**config.mk**
```make
export PLATFORM = sky130hd
export DESIGN_NAME = instr_prefetch_queue
export DESIGN_NICKNAME = d
export VERILOG_FILES = /design/src/rtl/instr_prefetch_queue.sv
export SDC_FILE = /design/constraint.sdc
export NUM_CORES = 1
export LEC_CHECK = 0
export CORE_MARGIN = 3
export CORE_UTILIZATION = 39
export CTS_BUF_LIST = sky130_fd_sc_hd__clkbuf_4 sky130_fd_sc_hd__clkbuf_8
export DETAILED_ROUTE_END_ITERATION = 16
export PLACE_DENSITY_LB_ADDON = 0.15
export SLEW_MARGIN = 20
export SYNTH_ARGS = -nofsm -noshare
export SYNTH_HDL_FRONTEND = slang
export SYNTH_SLANG_ARGS = --single-unit
```
**constraint.sdc**
```tcl
create_clock -name CLK -period 4.7 [get_ports CLK]
set_clock_uncertainty 0.05 [all_clocks]
set_input_delay 0.94 -clock CLK [delete_from_list [all_inputs] [get_ports CLK]]
set_output_delay 0.94 -clock CLK [all_outputs]
set_load 0.05 [all_outputs]
```
**src/rtl/instr_prefetch_queue.sv**
```systemverilog
// Instruction prefetch queue: issues sequential word fetches, buffers PC-tagged responses, flushes on redirect.
// Define PFQ_BYPASS_EN to forward a kept response straight to fetch when the FIFO is empty.
module instr_prefetch_queue #(
    parameter int          DEPTH           = 4,
    parameter int          MAX_OUTSTANDING = 2,
    parameter logic [31:0] RESET_PC        = 32'h0000_0000
) (
    input  logic                     CLK,
    input  logic                     RST,
    input  logic                     EN,
    input  logic                     redirect_valid,
    input  logic [31:0]              redirect_pc,
    output logic                     req_valid,
    output logic [31:0]              req_addr,
    input  logic                     req_ready,
    input  logic                     rsp_valid,
    input  logic [31:0]              rsp_data,
    output logic                     fe_valid,
    output logic [31:0]              fe_instr,
    output logic [31:0]              fe_pc,
    input  logic                     fe_ready,
    output logic [$clog2(DEPTH):0]   occupancy
);
    localparam int AW = $clog2(DEPTH);
    localparam int CW = AW + 2;
    localparam logic [AW:0]   MAX_O   = (AW+1)'(MAX_OUTSTANDING);
    localparam logic [CW-1:0] DEPTH_C = CW'(DEPTH);

    logic [31:0]   fetch_pc_q, fetch_pc_d, rsp_pc_q, rsp_pc_d;
    logic [AW-1:0] rd_ptr_q, rd_ptr_d, wr_ptr_q, wr_ptr_d;
    logic [AW:0]   count_q, count_d, outst_q, outst_d, disc_q, disc_d;
    logic [31:0]   mem_pc_q    [DEPTH];
    logic [31:0]   mem_instr_q [DEPTH];

    logic          empty, rsp_ok, rsp_keep, req_fire, pop, push, byp, byp_take;
    logic [AW:0]   rsp_one, req_one, push_one, pop_one;
    logic [CW-1:0] credit;
    logic          unused_redirect_bits;

    assign unused_redirect_bits = ^redirect_pc[1:0];

    assign empty    = (count_q == '0);
    // A response with nothing in flight is a protocol error and is ignored.
    assign rsp_ok   = rsp_valid & (outst_q != '0);
    assign rsp_keep = rsp_ok & (disc_q == '0) & ~redirect_valid;

    // Credit counts every slot already promised to a kept response.
    assign credit    = CW'(count_q) + CW'(outst_q) - CW'(disc_q);
    assign req_valid = EN & ~redirect_valid & (outst_q < MAX_O) & (credit < DEPTH_C);
    assign req_addr  = fetch_pc_q;
    assign req_fire  = req_valid & req_ready;

`ifdef PFQ_BYPASS_EN
    assign byp = rsp_keep & empty;
`else
    assign byp = 1'b0;
`endif

    assign fe_valid  = ~empty | byp;
    assign byp_take  = byp & fe_ready & EN;
    assign pop       = ~empty & fe_ready & EN & ~redirect_valid;
    assign push      = rsp_keep & ~byp_take;
    assign occupancy = count_q;

    assign rsp_one  = {{AW{1'b0}}, rsp_ok};
    assign req_one  = {{AW{1'b0}}, req_fire};
    assign push_one = {{AW{1'b0}}, push};
    assign pop_one  = {{AW{1'b0}}, pop};

    always_comb begin
        fe_instr = '0;
        fe_pc    = '0;
        if (!empty) begin
            fe_instr = mem_instr_q[rd_ptr_q];
            fe_pc    = mem_pc_q[rd_ptr_q];
        end else if (byp) begin
            fe_instr = rsp_data;
            fe_pc    = rsp_pc_q;
        end
    end

    always_comb begin
        fetch_pc_d = fetch_pc_q;
        rsp_pc_d   = rsp_pc_q;
        rd_ptr_d   = rd_ptr_q;
        wr_ptr_d   = wr_ptr_q;
        count_d    = count_q;
        outst_d    = outst_q;
        disc_d     = disc_q;
        if (redirect_valid) begin
            fetch_pc_d = {redirect_pc[31:2], 2'b00};
            rsp_pc_d   = {redirect_pc[31:2], 2'b00};
            rd_ptr_d   = '0;
            wr_ptr_d   = '0;
            count_d    = '0;
            outst_d    = outst_q - rsp_one;
            disc_d     = outst_q - rsp_one;
        end else begin
            if (req_fire) fetch_pc_d = fetch_pc_q + 32'd4;
            if (rsp_keep) rsp_pc_d = rsp_pc_q + 32'd4;
            if (rsp_ok && disc_q != '0) disc_d = disc_q - (AW+1)'(1);
            if (push) wr_ptr_d = wr_ptr_q + 1'b1;
            if (pop) rd_ptr_d = rd_ptr_q + 1'b1;
            count_d = count_q + push_one - pop_one;
            outst_d = outst_q + req_one - rsp_one;
        end
    end

    always_ff @(posedge CLK) begin
        if (RST) begin
            fetch_pc_q <= RESET_PC;
            rsp_pc_q   <= RESET_PC;
            rd_ptr_q   <= '0;
            wr_ptr_q   <= '0;
            count_q    <= '0;
            outst_q    <= '0;
            disc_q     <= '0;
        end else begin
            fetch_pc_q <= fetch_pc_d;
            rsp_pc_q   <= rsp_pc_d;
            rd_ptr_q   <= rd_ptr_d;
            wr_ptr_q   <= wr_ptr_d;
            count_q    <= count_d;
            outst_q    <= outst_d;
            disc_q     <= disc_d;
        end
    end

    // FIFO storage carries no reset; visibility is governed by count_q.
    always_ff @(posedge CLK) begin
        if (push && !RST) begin
            mem_pc_q[wr_ptr_q]    <= rsp_pc_q;
            mem_instr_q[wr_ptr_q] <= rsp_data;
        end
    end

    assert property (@(posedge CLK) disable iff (RST) rsp_valid |-> (outst_q != '0));

endmodule

```
# Word level (Yosys, flattened, before mapping)
# Memories as Yosys holds them, arrays and structs flattened. A register that Yosys moved wholly into a read port is not among the register bits.
# Cells that the tools add are included.
# Widths: inputs -> output; s select.
# classes
mux	15
bitwise_logic	12
magnitude_cmp	2
reduce_logical	11
add_sub_neg	12
# ops
cell	count
$mux 32	6
$add 32x3->32 const B	2
$and 1x1->1	10
$mux 3	3
$sub 3x1->3	3
$mux 2	4
$add 3x1->3	2
$logic_not 3->1	2
$reduce_bool 2->1	3
$reduce_bool 3->1	2
$add 2x1->2 const B	2
$add 3x3->4	1
$lt 4x3->1 const B	1
$sub 4x3->4	1
$lt 3x2->1 const B	1
$sub 3x1->3 const B	1
$logic_and 1x1->1	2
$mux 1	2
$not 1->1	2
$reduce_or 2->1	1
$logic_not 1->1	1
# totals
output_inout_bits	101
ff_bits	77
ram_bits	256
n_memories	2
in_bits	71
elab_cells	63
# mem_list
name	depth	width	read_ports	rd_clocked_by_memory_dff	wr	line	text
mem_instr_q	4	32	1	1	1	33	logic [31:0] mem_instr_q [DEPTH];
mem_pc_q	4	32	1	1	1	32	logic [31:0] mem_pc_q [DEPTH];

# Logic depth before layout (Yosys ltp)
# Gate-level depths: netlist (run 1).
# logic_depth
ltp_word	8
ltp_mapped	18
ltp_nobuf	15

# Least setup slack after synthesis (run 1)
# OpenSTA, ideal clock, no wires.
# synth_timing
path_kind	register to register
from	register count_q[1] (netlist: occupancy[1])
to	register outst_q[2]
setup_ns	0.070
path_stages_with_launch	19
required_time_ns	4.580
slack_ns	0.622
arrival_time_ns	3.957
period_less_slack_ns	4.078
path_buffers	3
path_cell_list	dfxtp_1 -> inv_1 -> fa_1 -> inv_1 -> ha_1 -> and4b_1 -> or3_1 -> o2111a_1 -> buf_4 -> inv_2 -> buf_2 -> buf_2 -> ha_1 -> inv_1 -> ha_1 -> fa_1 -> xnor2_1 -> nand2_1 -> a21oi_1
# synth_via
elab_chain_cells	8
# synth_rtl
element	line	text
start, declared	31	logic [AW:0] count_q, count_d, outst_q, outst_d, disc_q, disc_d;
start signal, assigned	123	count_q <= count_d;
$add 3x3->4	48	assign credit = CW'(count_q) + CW'(outst_q) - CW'(disc_q);
$sub 4x3->4	48	
$lt 4x3->1	49	assign req_valid = EN & ~redirect_valid & (outst_q < MAX_O) & (credit < DEPTH_C);
$and 1x1->1	49	
$and 1x1->1	51	assign req_fire = req_valid & req_ready;
$add 3x1->3	105	outst_d = outst_q + req_one - rsp_one;
$sub 3x1->3	105	
$mux 3	90	if (redirect_valid) begin
end signal, assigned	124	outst_q <= outst_d;
end, declared	31	
# No other way between the ends.
# A chain may end at the register's enable or synchronous reset.

# Worst setup path after layout (run 1)
# layout_timing
from	register count_q[1] (netlist: occupancy[1])
to	output fe_instr[1]
# layout_via
elab_chain_cells	2
# layout_rtl
element	line	text
$logic_not 3->1	42	assign empty = (count_q == '0);
$mux 32	73	if (!empty) begin
end, declared	19	output logic [31:0] fe_instr,
# No other way between the ends.

==> impl_metrics.py, run 1 <==
metrics = {
    "run_status": {
        "status": "finished clean",
    },
    "die": {
        "rows": 68,
        "dieArea_sq_mm": 0.0376,
        "fp.dieH_um": 194,
        "io_pins": 172,
        "core_area_sq_mm": 0.0347,
        "dieWidth_um": 194,
        "initial_core_util": 0.397,
    },
    "global_routing": {
        "grtUsageTotal": 0.163,
        "grt_pass1_wl_mm": 49.2,
        "grt_max_degree": 83,
        "grt_antenna_before_repair": 0,
        "overflow": 0,
        "grt_pass1_vias": 8727,
    },
    "setup_path": {
        "cp-end-kind": "output port",
        "critPathMaxStageDelay_ns": 0.80,
        "critical_path_class": "reg2out",
        "crit_path_top_delay_cell": "clkdlybuf4s50_1",
        "path_max_fanout": 52,
        "crit_start": "occupancy[1]",
        "worstSetupStartpointType": "register",
        "arrival_ns": 3.04,
        "cp_cell_sequence": "or3_2, buf_4, and2_1, clkdlybuf4s50_1",
        "r2r_start": "occupancy[1]",
        "cp.required_ns": 3.71,
    },
    "pwr": {
        "power_w": 0.00652,
        "p_per_area_mw_per_mm2": 383,
        "p_leak_nw": 5.46,
        "ir_drop_mv": 0.168,
    },
    "routing": {
        "drc": 0,
        "drt-total-wl_mm": 31.0,
        "drt_iter0_drc": 405,
        "drtAntennaViolNets": 0,
        "vias_per_cell": 5.25,
        "dr.pass1.iters": 4,
        "wl_per_cell_um": 19.2,
        "vias": 8498,
    },
    "min_path": {
        "holdCritStartpoint": "req_addr[31]",
        "hp-class": "reg2reg",
    },
    "sta": {
        "tightest_slew_ns": 0.914,
        "fmax_ghz": 0.248,
        "setup_viol": 0,
        "layout_min_cycle_time_ns": 4.03,
        "slew_headroom": 0.390,
        "period_share": 0.858,
        "fin_tns_setup_ns": 0,
        "drv_slew": 0,
        "rsz0062_at_grt": "false",
        "hold_slack_ns": 0.454,
        "hold_viol": 0,
    },
    "cts": {
        "cts_tree": "done",
        "clockBufferDepth": 3,
        "cts_setup_buffers": 0,
        "cts-buffers-inserted": 54,
        "clk_latency_ns": 0.56,
        "htree_levels": 2,
        "cts_sinks": 323,
        "clkSlewWorstSetupHoldPaths_ns": 0.06,
        "cts_root_buffer": "clkbuf_8",
        "cts_resized": 0,
        "holdBufCountCts": 0,
    },
    "synth": {
        "synthCells": 932,
        "syn_area_per_cell_sq_um": 14.8,
        "ys_types": 57,
        "seq_area_frac_synth": 0.649,
        "synth_edf_count": 248,
        "synth_warnings": 0,
        "ys.flop_type": "edfxtp_1",
        "syn_area_sq_mm": 0.0138,
        "synth_seq_cells": 323,
        "synthArstFlopShare": 0,
    },
    "flow_run": {
        "maxCapViolCount": 0,
    },
    "final_layout": {
        "nets": 1212,
        "final_common_cell": "edfxtp_1",
        "final_cell_mix": "248 x edfxtp_1, 164 x clkdlybuf4s50_1, 73 x dfxtp_1, 66 x and2_1, 62 x mux4_2",
        "diodes": 0,
        "area_growth_pct": 23.6,
        "drive_above_1_share": 0.163,
        "final_util": 0.491,
    },
    "placement": {
        "dp_hpwl_mm": 19.4,
        "place.gp.congestion": 0.780,
        "io_buffers": 165,
    },
}
==> synth_stat cells (3+ instances only) <==
| cell type | number | share of area |
|---|---|---|
| clkbuf_1 | 35 | 0.0095 |
| inv_1 | 28 | 0.0076 |
| xor2_1 | 5 | 0.0032 |
| a21boi_0 | 5 | 0.0027 |
| buf_4 | 6 | 0.0033 |
| edfxtp_1 | 248 | 0.54 |
| a311oi_1 | 4 | 0.0025 |
| or4_1 | 9 | 0.0049 |
| xnor2_1 | 29 | 0.018 |
| nand4_1 | 12 | 0.0054 |
| mux4_2 | 62 | 0.10 |
| buf_2 | 11 | 0.0040 |
| or3_1 | 16 | 0.0073 |
| and3_1 | 11 | 0.0050 |
| o31a_1 | 5 | 0.0032 |
| o21ai_0 | 11 | 0.0040 |
| buf_1 | 4 | 0.0011 |
| nor2_1 | 39 | 0.011 |
| nor4_1 | 8 | 0.0036 |
| a21oi_1 | 11 | 0.0040 |
| nand2_1 | 42 | 0.011 |
| and2_1 | 66 | 0.030 |
| o311ai_0 | 8 | 0.0051 |
| o21a_1 | 15 | 0.0082 |
| fa_1 | 4 | 0.0058 |
| a211oi_1 | 16 | 0.0087 |
| nand3_1 | 35 | 0.013 |
| nor4_2 | 3 | 0.0027 |
| nor3_1 | 21 | 0.0076 |
| a32oi_1 | 7 | 0.0044 |
| and4_1 | 5 | 0.0032 |
| ha_1 | 18 | 0.016 |
| a31oi_1 | 26 | 0.012 |
| dfxtp_1 | 75 | 0.11 |
==> final cells by class <==
type	count	area, sq um
Timing Repair Buffer	185	1890
Multi-Input combinational cell	526	4490
Clock inverter	28	144
Fill cell	3029	17700
Tap cell	455	569
Inverter	29	109
Clock buffer	72	891
Sequential cell	323	8950
==> power by group <==
part / switching [W] / internal [W] / total [W] / leakage, nW
Clock: 0.00106 / 0.00128 / 0.00235 / 0.548
Combinational: 0.000535 / 0.000368 / 0.000903 / 2.05
Sequential: 0.0000972 / 0.00317 / 0.00327 / 2.87
Total: 0.00170 / 0.00483 / 0.00652 / 5.46
==> state kept, by name, indices dropped and copies added (netlist names), named ones only <==
| register | cells |
|---|---|
| disc_q | 3 |
| mem_instr_q | 128 |
| mem_pc_q | 120 |
| occupancy | 3 |
| outst_q | 3 |
| rd_ptr_q | 2 |
| req_addr | 30 |
| rsp_pc_q | 30 |
| wr_ptr_q | 2 |
==> worst max-delay path: cells and delay by family, from the launching register on <==
family,cells,cell delay [ns]
buffers and inverters,2,1.10
AND/OR/NAND/NOR,2,0.90
flip-flops,1,0.44
==> layer usage <==
layer,GRT usage,up-vias,share of wire
met5,0,-,0
met4,0.0473,0,0.021
met3,0.0328,45,0.057
met2,0.250,266,0.45
met1,0.239,4196,0.47
li1,-,3991,-
==> per-stage QoR <==
| step | cell area, sq um | worst slack (ns) | cells |
|---|---|---|---|
| global placement | 16000 | 0.995 | 1518 |
| global route | 17000 | 0.399 | 1618 |
| CTS | 17000 | 0.520 | 1618 |
| floorplan | 13800 | 0.622 | 935 |
| detailed placement | 16000 | 1.01 | 1518 |
| finish | 17000 | 0.667 | 1618 |
==> final timing paths <==
check	end	depth (start not counted)	slack, ns
max reg2reg	outst_q[2]	16	0.98
min	req_addr[31]	1	0.45
min reg2reg	req_addr[31]	1	0.45
max	fe_instr[1]	4	0.67
==> kinds of logic (layout without fill, tap and decap cells) <==
logic type                 Yosys count  in the layout  synth area share
buffers and inverters               86            314            0.0266
other                                1              4          0.000272
AOI/OAI and AO/OA                  118            118            0.0613
and+or+nand+nor                    285            285             0.117
adders and majority gates           22             22            0.0222
DFF                                323            323             0.649
muxes                               63             63             0.102
xor gates and xnor gates            34             34            0.0216
No activity file was read; power rests on OpenSTA's default activity.
==> run 2: changes to the inputs <==
- CTS_CLUSTER_DIAMETER: unset -> 80
==> results of run 2 <==
The final DEF is identical to that of run 1; final timing and power are the same.
==> run 3: changes to the inputs <==
- GPL_ROUTABILITY_DRIVEN: unset -> 0
- MAX_ROUTING_LAYER: unset -> met4
==> run 3 against run 2 <==
Net effect: via count is essentially flat; setup slack gained 0.00080 ns; critical path depth is the same; flip-flop and latch count is the same; non-clock buffer count is the same; clock power is essentially flat.
==> impl_metrics.py, run 3 (synthesized netlist as in run 1, its figures left out) <==
metrics = {
    "run_status": {
        "status": "finished clean",
    },
    "final_layout": {
        "final_cell_mix": "248 x edfxtp_1, 164 x clkdlybuf4s50_1, 73 x dfxtp_1, 66 x and2_1, 62 x mux4_2",
        "largestRegisters": "mem_instr_q x128, mem_pc_q x120",
        "nets": 1212,
        "regMostFlops": "mem_instr_q",
        "drive_above_1_share": 0.163,
        "diodes": 0,
        "final_common_cell": "edfxtp_1",
        "area_growth_pct": 23.6,
        "largest_reg_flops": 128,
        "stdcell_area_sq_mm": 0.0170,
    },
    "die": {
        "dieWidth_um": 194,
        "fp.dieH_um": 194,
        "core_area_sq_mm": 0.0347,
        "rows": 68,
        "initial_core_util": 0.397,
        "dieArea_sq_mm": 0.0376,
        "io_pins": 172,
    },
    "placement": {
        "dp_hpwl_mm": 19.4,
        "io_buffers": 165,
        "place_area_sq_mm": 0.0160,
    },
    "flow_run": {
        "maxCapViolCount": 0,
    },
    "routing": {
        "vias_per_cell": 5.25,
        "drc": 0,
        "vias": 8491,
        "dr.pass1.iters": 5,
        "drtAntennaViolNets": 0,
        "drt_iter0_drc": 400,
        "wl_per_cell_um": 19.2,
        "drt-total-wl_mm": 31.0,
    },
    "sta": {
        "hold_slack_ns": 0.443,
        "slew_headroom": 0.390,
        "layout_min_cycle_time_ns": 4.03,
        "period_share": 0.858,
        "tightest_slew_ns": 0.915,
        "hold_viol": 0,
        "fmax_ghz": 0.248,
        "fin_tns_setup_ns": 0,
        "setup_viol": 0,
        "drv_slew": 0,
        "rsz0062_at_grt": "false",
    },
    "cts": {
        "clk_latency_ns": 0.57,
        "cts-buffers-inserted": 54,
        "cts_resized": 0,
        "clockBufferDepth": 3,
        "htree_levels": 2,
        "cts_root_buffer": "clkbuf_8",
        "cts_tree": "done",
        "clkSlewWorstSetupHoldPaths_ns": 0.06,
        "cts_sinks": 323,
        "cts_setup_buffers": 0,
        "holdBufCountCts": 0,
    },
    "pwr": {
        "pwr-share-clk": 0.360,
        "internal_power_w": 0.00483,
        "power_frac_comb": 0.139,
        "switching_power_w": 0.00170,
        "p_seq_frac": 0.501,
        "p_leak_nw": 5.46,
        "ir_drop_mv": 0.168,
        "p_per_area_mw_per_mm2": 383,
        "netSwitchingFraction": 0.260,
    },
    "setup_path": {
        "r2r_slack_ns": 0.99,
        "cp-end-kind": "output port",
        "cp.required_ns": 3.71,
        "path_max_fanout": 52,
        "arrival_ns": 3.04,
        "worstSetupStartpointType": "register",
        "critical_path_class": "reg2out",
    },
    "min_path": {
        "hp-class": "reg2reg",
    },
    "global_routing": {
        "overflow": 0,
        "grt_pass1_wl_mm": 49.3,
        "grt_pass1_vias": 8727,
        "grt_antenna_before_repair": 0,
        "grtUsageTotal": 0.168,
        "grt_max_degree": 83,
    },
}
run 3: worst paths after layout:
path | from | depth (start not counted) | to
hold / removal | req_addr[31] | 1 | req_addr[31]
setup / recovery | occupancy[1] | 4 | fe_instr[1]
setup reg to reg | occupancy[1] | 16 | outst_q[2]
hold reg to reg | req_addr[31] | 1 | req_addr[31]
run 3: power groups by stage:
stage / logic (W) / registers, W / clock network [W]
after floorplan: 0.000538 / 0.00336 / 0
after global placement: 0.000904 / 0.00333 / 0
after detailed placement: 0.000911 / 0.00333 / 0
after CTS: 0.000915 / 0.00327 / 0.00243
after global routing: 0.000996 / 0.00328 / 0.00256
final: 0.000904 / 0.00327 / 0.00235
run 3: final cells by class:
class / instances / area, sq um
fillers: 3029 / 17700
well taps: 455 / 569
flip-flops and latches: 323 / 8950
inverters: 29 / 109
clock inverters: 28 / 144
repair buffers: 185 / 1890
clock buffers: 72 / 891
multi-input cells: 526 / 4490
run 3: through the flow:
step	util	power [W]	cells	setup slack (ns)
6_report	0.491	0.00652	1618	0.668
5_1_grt	0.491	0.00685	1618	0.399
2_1_floorplan	-	0.00390	935	0.622
4_1_cts	0.491	0.00662	1618	0.520
3_5_place_dp	0.461	0.00424	1518	1.01
3_3_place_gp	0.461	0.00423	1518	0.995
run 3: worst max-delay path: stages (launching register included):
cell,delay (ns)
dfxtp_1,0.44
or3_2,0.75
buf_4,0.30
and2_1,0.15
clkdlybuf4s50_1,0.80
run 3: layer usage:
metal / routed length, um / vias up / global-route usage
li1: - / 3990 / -
met1: 14700 / 4174 / 0.241
met2: 14000 / 282 / 0.250
met3: 1670 / 45 / 0.0283
met4: 650 / 0 / 0.0473
met5: 0 / - / -
==> RTL edit 1: new RTL, settings of run 1 <==
Add a define of `PFQ_BYPASS_EN`.
--- a/src/rtl/instr_prefetch_queue.sv
+++ b/src/rtl/instr_prefetch_queue.sv
@@ -2,2 +2,4 @@
 // Define PFQ_BYPASS_EN to forward a kept response straight to fetch when the FIFO is empty.
+`define PFQ_BYPASS_EN
+
 module instr_prefetch_queue #(
Behaviour: not the same (a bounded check fails within 4 cycles, from zero or initial values and one cycle with RST high).
==> RTL edit 1 against run 1 <==
Sequential cell count unchanged. Design area increased by 5.4%. Routed wire length increased by 8.2%. Setup slack got worse by 0.50 ns. Area after synthesis increased by 2.0%. Synthesized cell count increased by 4.8%. Total power increased by 12%. Maximum frequency decreased by 11%. Die area increased by 1.9%. First-iteration DRC count increased by 79%. Critical path type unchanged. Highest routed layer unchanged.
==> RTL edit 1: results <==
group,metric,value,unit
clock_tree,clkTransAtPathRegs,0.05,ns
clock_tree,cts_resized,1,
clock_tree,insertion_delay,0.58,ns
detailed_routing,viasPerCell,5.45,
min_path,hp-start,"rd_ptr_q[1]",
setup_path,rrSetupSlack,0.70,ns
synth,ys_top_cells_by_area,"edfxtp_1 53%, dfxtp_1 11%, mux4_2 9.9%",
setup_path,cp_slowest_cell,"dlygate4sd2_1",
placement,place_congestion,0.783,
detailed_routing,drtIter0Drc,726,
clock_tree,cts-htree-levels,2,
setup_path,cp_top_family,"adder cells",
power,intPower,5.22,mW
setup_path,regToRegEndpoint,"outst_q[2]",
final_layout,nets,1250,
synth,synth_edf_count,248,
final_layout,drive_gt1_share,20.2,%
synth,synth-async-reset-ratio,0,%
setup_path,cp_max_fo,5,
final_layout,largestRegisters,"mem_instr_q x128, mem_pc_q x120",
clock_tree,post-cts-setup-buffers,0,
grt,antenna_found_initial,0,
setup_path,max_stage_delay,0.57,ns
grt,grt_pass1_wl,52600,um
power,power.leakage,5.81,nW
detailed_routing,wire_per_inst,20.4,um
placement,postPlaceCellArea,16900,um2
synth,ys.flop_type,"edfxtp_1",
sta,slew_violations,0,
synth,ys_seq_area_share,63.7,%
placement,port-buffer-count,165,
setup_path,rr_startpoint,"occupancy[1]",
detailed_routing,first_pass_iters,4,
clock_tree,cts_buffer_depth,3,
clock_tree,cts-buffers-inserted,54,
setup_path,reg2reg_depth,15,
grt,grt.total_usage,17.2,%
synth,yosysWarnings,0,
final_layout,diodes,0,
power,max-vdd-ir-drop,244,uV
min_path,hold_depth,2,
clock_tree,cts_root_buf,"clkbuf_8",
outcome,outcome,"finished, final reports clean",
sta,tightest_slew,1.00,ns
synth,ys_top_cells_by_count,"248 x edfxtp_1, 75 x dfxtp_1, 67 x nand2_1, 62 x a22o_1, 62 x mux4_2",
synth,synth.distinct_cells,59,
placement,dp_hpwl,20600,um
synth,syn_area,14100,um2
grt,grt_pass1_vias,9069,
min_path,min_path_type,"reg2reg",
final_layout,nFillCells,3014,
grt,grt_max_degree,64,
setup_path,cp_data_arrival_time,3.55,ns
RTL edit 1: cell count changes after synthesis, moves of 9 or more:
cell,before,now
clkbuf_1,35,51
a31oi_1,26,17
o21a_1,15,6
a211oi_1,16,25
and2_1,66,7
nand2_1,42,67
a21oi_1,11,27
buf_2,11,0
a22o_1,0,62
RTL edit 1: logic make-up (layout without fill, tap and decap cells):
group	Yosys count	in the layout	share of synthesized area [%]
AND/OR/NAND/NOR	236	236	8.56
adder cells (fa/ha/maj)	22	22	2.17
multiplexers	64	64	10.1
flip-flops	323	323	63.7
buffers and inverters	99	312	2.80
AO/OA/AOI/OAI	194	194	10.3
other	1	4	0.0267
XOR/XNOR	38	38	2.37
RTL edit 1: worst max-delay path by stage:
stage | from | to | slack, ns | depth (start not counted)
floorplan | occupancy[1] | req_valid | 0.10 | 7
global placement | occupancy[1] | req_valid | 0.50 | 8
detailed placement | occupancy[1] | req_valid | 0.48 | 8
CTS | occupancy[1] | req_valid | 0.13 | 8
global route | occupancy[1] | req_valid | 0.04 | 8
finish | occupancy[1] | req_valid | 0.16 | 8
RTL edit 1: power by group through the flow:
stage                     logic [mW]  registers (mW)  clock network (mW)
after floorplan                0.858            3.37                   0
after global placement          1.58            3.33                   0
after detailed placement        1.59            3.34                   0
after CTS                       1.60            3.28                2.53
after global routing            1.69            3.29                2.67
final                           1.58            3.28                2.45
RTL edit 1: metal layers:
layer,GRT usage [%],share of wire [%],vias to the layer above
met5,0,0,-
met4,3.46,1.3,0
met3,3.43,5.9,39
met2,26.9,45,286
met1,25.2,48,4443
li1,-,-,4209
RTL edit 1: metrics by stage:
step	hold slack [ns]	total power [mW]	setup slack [ns]	cells
5_1_grt	0.510	7.65	0.0388	1648
2_1_floorplan	0.435	4.23	0.100	980
4_1_cts	0.483	7.41	0.131	1648
3_3_place_gp	0.462	4.91	0.502	1556
6_report	0.484	7.31	0.164	1648
3_5_place_dp	0.471	4.93	0.482	1556
RTL edit 1: worst min-delay path, stage by stage, from the launching register on:
cell and delay, ns:
dfxtp_1 0.32, xor2_1 0.06, nor2_1 0.11
RTL edit 1: area by class of cell:
cell class | count | area, um2 | area share, %
sequential | 323 | 8950 | 49.8
multi-input combinational | 558 | 4740 | 26.4
timing repair buffer | 183 | 2510 | 14.0
clock buffer | 72 | 885 | 4.92
tap | 455 | 569 | 3.17
clock inverter | 20 | 169 | 0.940
inverter | 37 | 139 | 0.773
==> RTL edit 2: new RTL, flow settings as in run 1 <==
Without the edit above. Make the reset (`RST`) asynchronous in one clocked block.
--- a/src/rtl/instr_prefetch_queue.sv
+++ b/src/rtl/instr_prefetch_queue.sv
@@ -108,3 +108,3 @@
 
-    always_ff @(posedge CLK) begin
+    always_ff @(posedge CLK or posedge RST) begin
         if (RST) begin
Function: differs if RST is asserted again (counterexample within 4 cycles, from zero or initial values and one cycle with RST high); with RST held inactive, the same outputs for 4 cycles.
==> RTL edit 2 against run 1 <==
Sequential cell count shrank 2. Routed wire length shrank 0.40%. Via count shrank 4.3%. Area after synthesis grew 1.3%. Core utilization grew 0.59 points. Critical path depth is the same. Global-route usage is essentially flat. Non-clock buffer count grew 3. Sequential share of layout area grew 1.0 points. Cell count shrank 2.5%. Design area grew 1.7%. Setup slack lost 0.11 ns. Critical endpoint is now fe_instr[10].
Power is not compared: it rests on default switching activity, and its combinational part moved more than twofold at a synthesized area within 25%.
==> RTL edit 2: results <==
group,metric,value,unit
outcome,outcome,"finished, final reports clean",
setup_path,cp_data_arrival_time,3.15,ns
min_path,hold_path_end,"req_addr[10]",
setup_path,rr_startpoint,"occupancy[1]",
setup_path,cp_slowest_cell,"or3_2",
grt,grt_max_degree,60,
grt,grt_pass1_wl,48700,um
synth,synth.distinct_cells,61,
setup_path,regToRegEndpoint,"outst_q[2]",
clock_tree,post-cts-setup-buffers,0,
synth,ys_top_cells_by_area,"edfxtp_1 53%, dfrtp_1 13%, mux4_2 10%",
grt,antenna_found_initial,1,
setup_path,endpoint,"fe_instr[10]",
clock_tree,insertion_delay,0.58,ns
setup_path,cp_max_fo,47,
synth,ys_top_cells_by_count,"248 x edfxtp_1, 73 x dfrtp_1, 65 x and2_1, 62 x mux4_2, 34 x nor2_1",
placement,pre_cts_ws,0.893,ns
final_layout,nFillCells,3063,
power,comb_power_share,25.9,%
final_layout,drive_gt1_share,18.2,%
placement,dp_hpwl,19600,um
sta,fin_ws,0.558,ns
synth,synth-async-reset-ratio,22.7,%
final_layout,nets,1172,
grt,grt.total_usage,16.3,%
setup_path,reg2reg_depth,15,
placement,place_congestion,0.786,
setup_path,max_stage_delay,0.91,ns
min_path,hp-start,"req_addr[10]",
## RTL edit 2: cell count changes after synthesis, moves of 9 or more
cell       delta
dfxtp_1      -75
dfrtp_1      +73
a31oi_1      -21
xor2_1       +18
a211oi_1     -14
nand2_1      -13
mux2_2       +11
o2111ai_1    +11
o21a_1        -9
or3_1         -9
## RTL edit 2: layout make-up
cell class | count | area (um2) | area share [%]
Sequential cell | 321 | 9280 | 53.6
Multi-Input combinational cell | 485 | 4410 | 25.4
Timing Repair Buffer | 188 | 1890 | 10.9
Clock buffer | 65 | 832 | 4.80
Tap cell | 455 | 569 | 3.29
Clock inverter | 34 | 236 | 1.36
Inverter | 29 | 109 | 0.628
## RTL edit 2: routing by layer
metal,vias to the layer above,part of all wire (%),global-route usage (%)
met1,4079,46,22.7
met3,59,5.6,3.74
li1,3774,-,-
met2,220,46,25.7
met4,2,2.6,5.04
met5,-,0.029,0
## RTL edit 2: per-stage QoR
stage / std cells / cell area, um2 / hold slack [ns]
3_5_place_dp: 1478 / 16300 / 0.471
3_3_place_gp: 1478 / 16300 / 0.471
2_1_floorplan: 883 / 14000 / 0.439
4_1_cts: 1577 / 17300 / 0.493
5_1_grt: 1577 / 17300 / 0.521
6_report: 1577 / 17300 / 0.494
## RTL edit 2: worst max-delay path: cells and delay by family (launching register included)
kind	cells	cell delay, ns
flops	1	0.43
simple gates	2	1.06
buf+inv	2	1.06
## RTL edit 2: cells by family (layout without fill, tap and decap cells)
logic type      after synthesis  in the layout  synth area share [%]
fa+ha+maj                    22             22                  2.19
xor+xnor                     47             47                  2.95
buf+inv                      77            316                  2.29
other cells                   1              4                0.0269
flops                       321            321                  66.4
simple gates                243            243                  10.3
mux                          81             81                  11.5
compound gates               88             88                  4.37
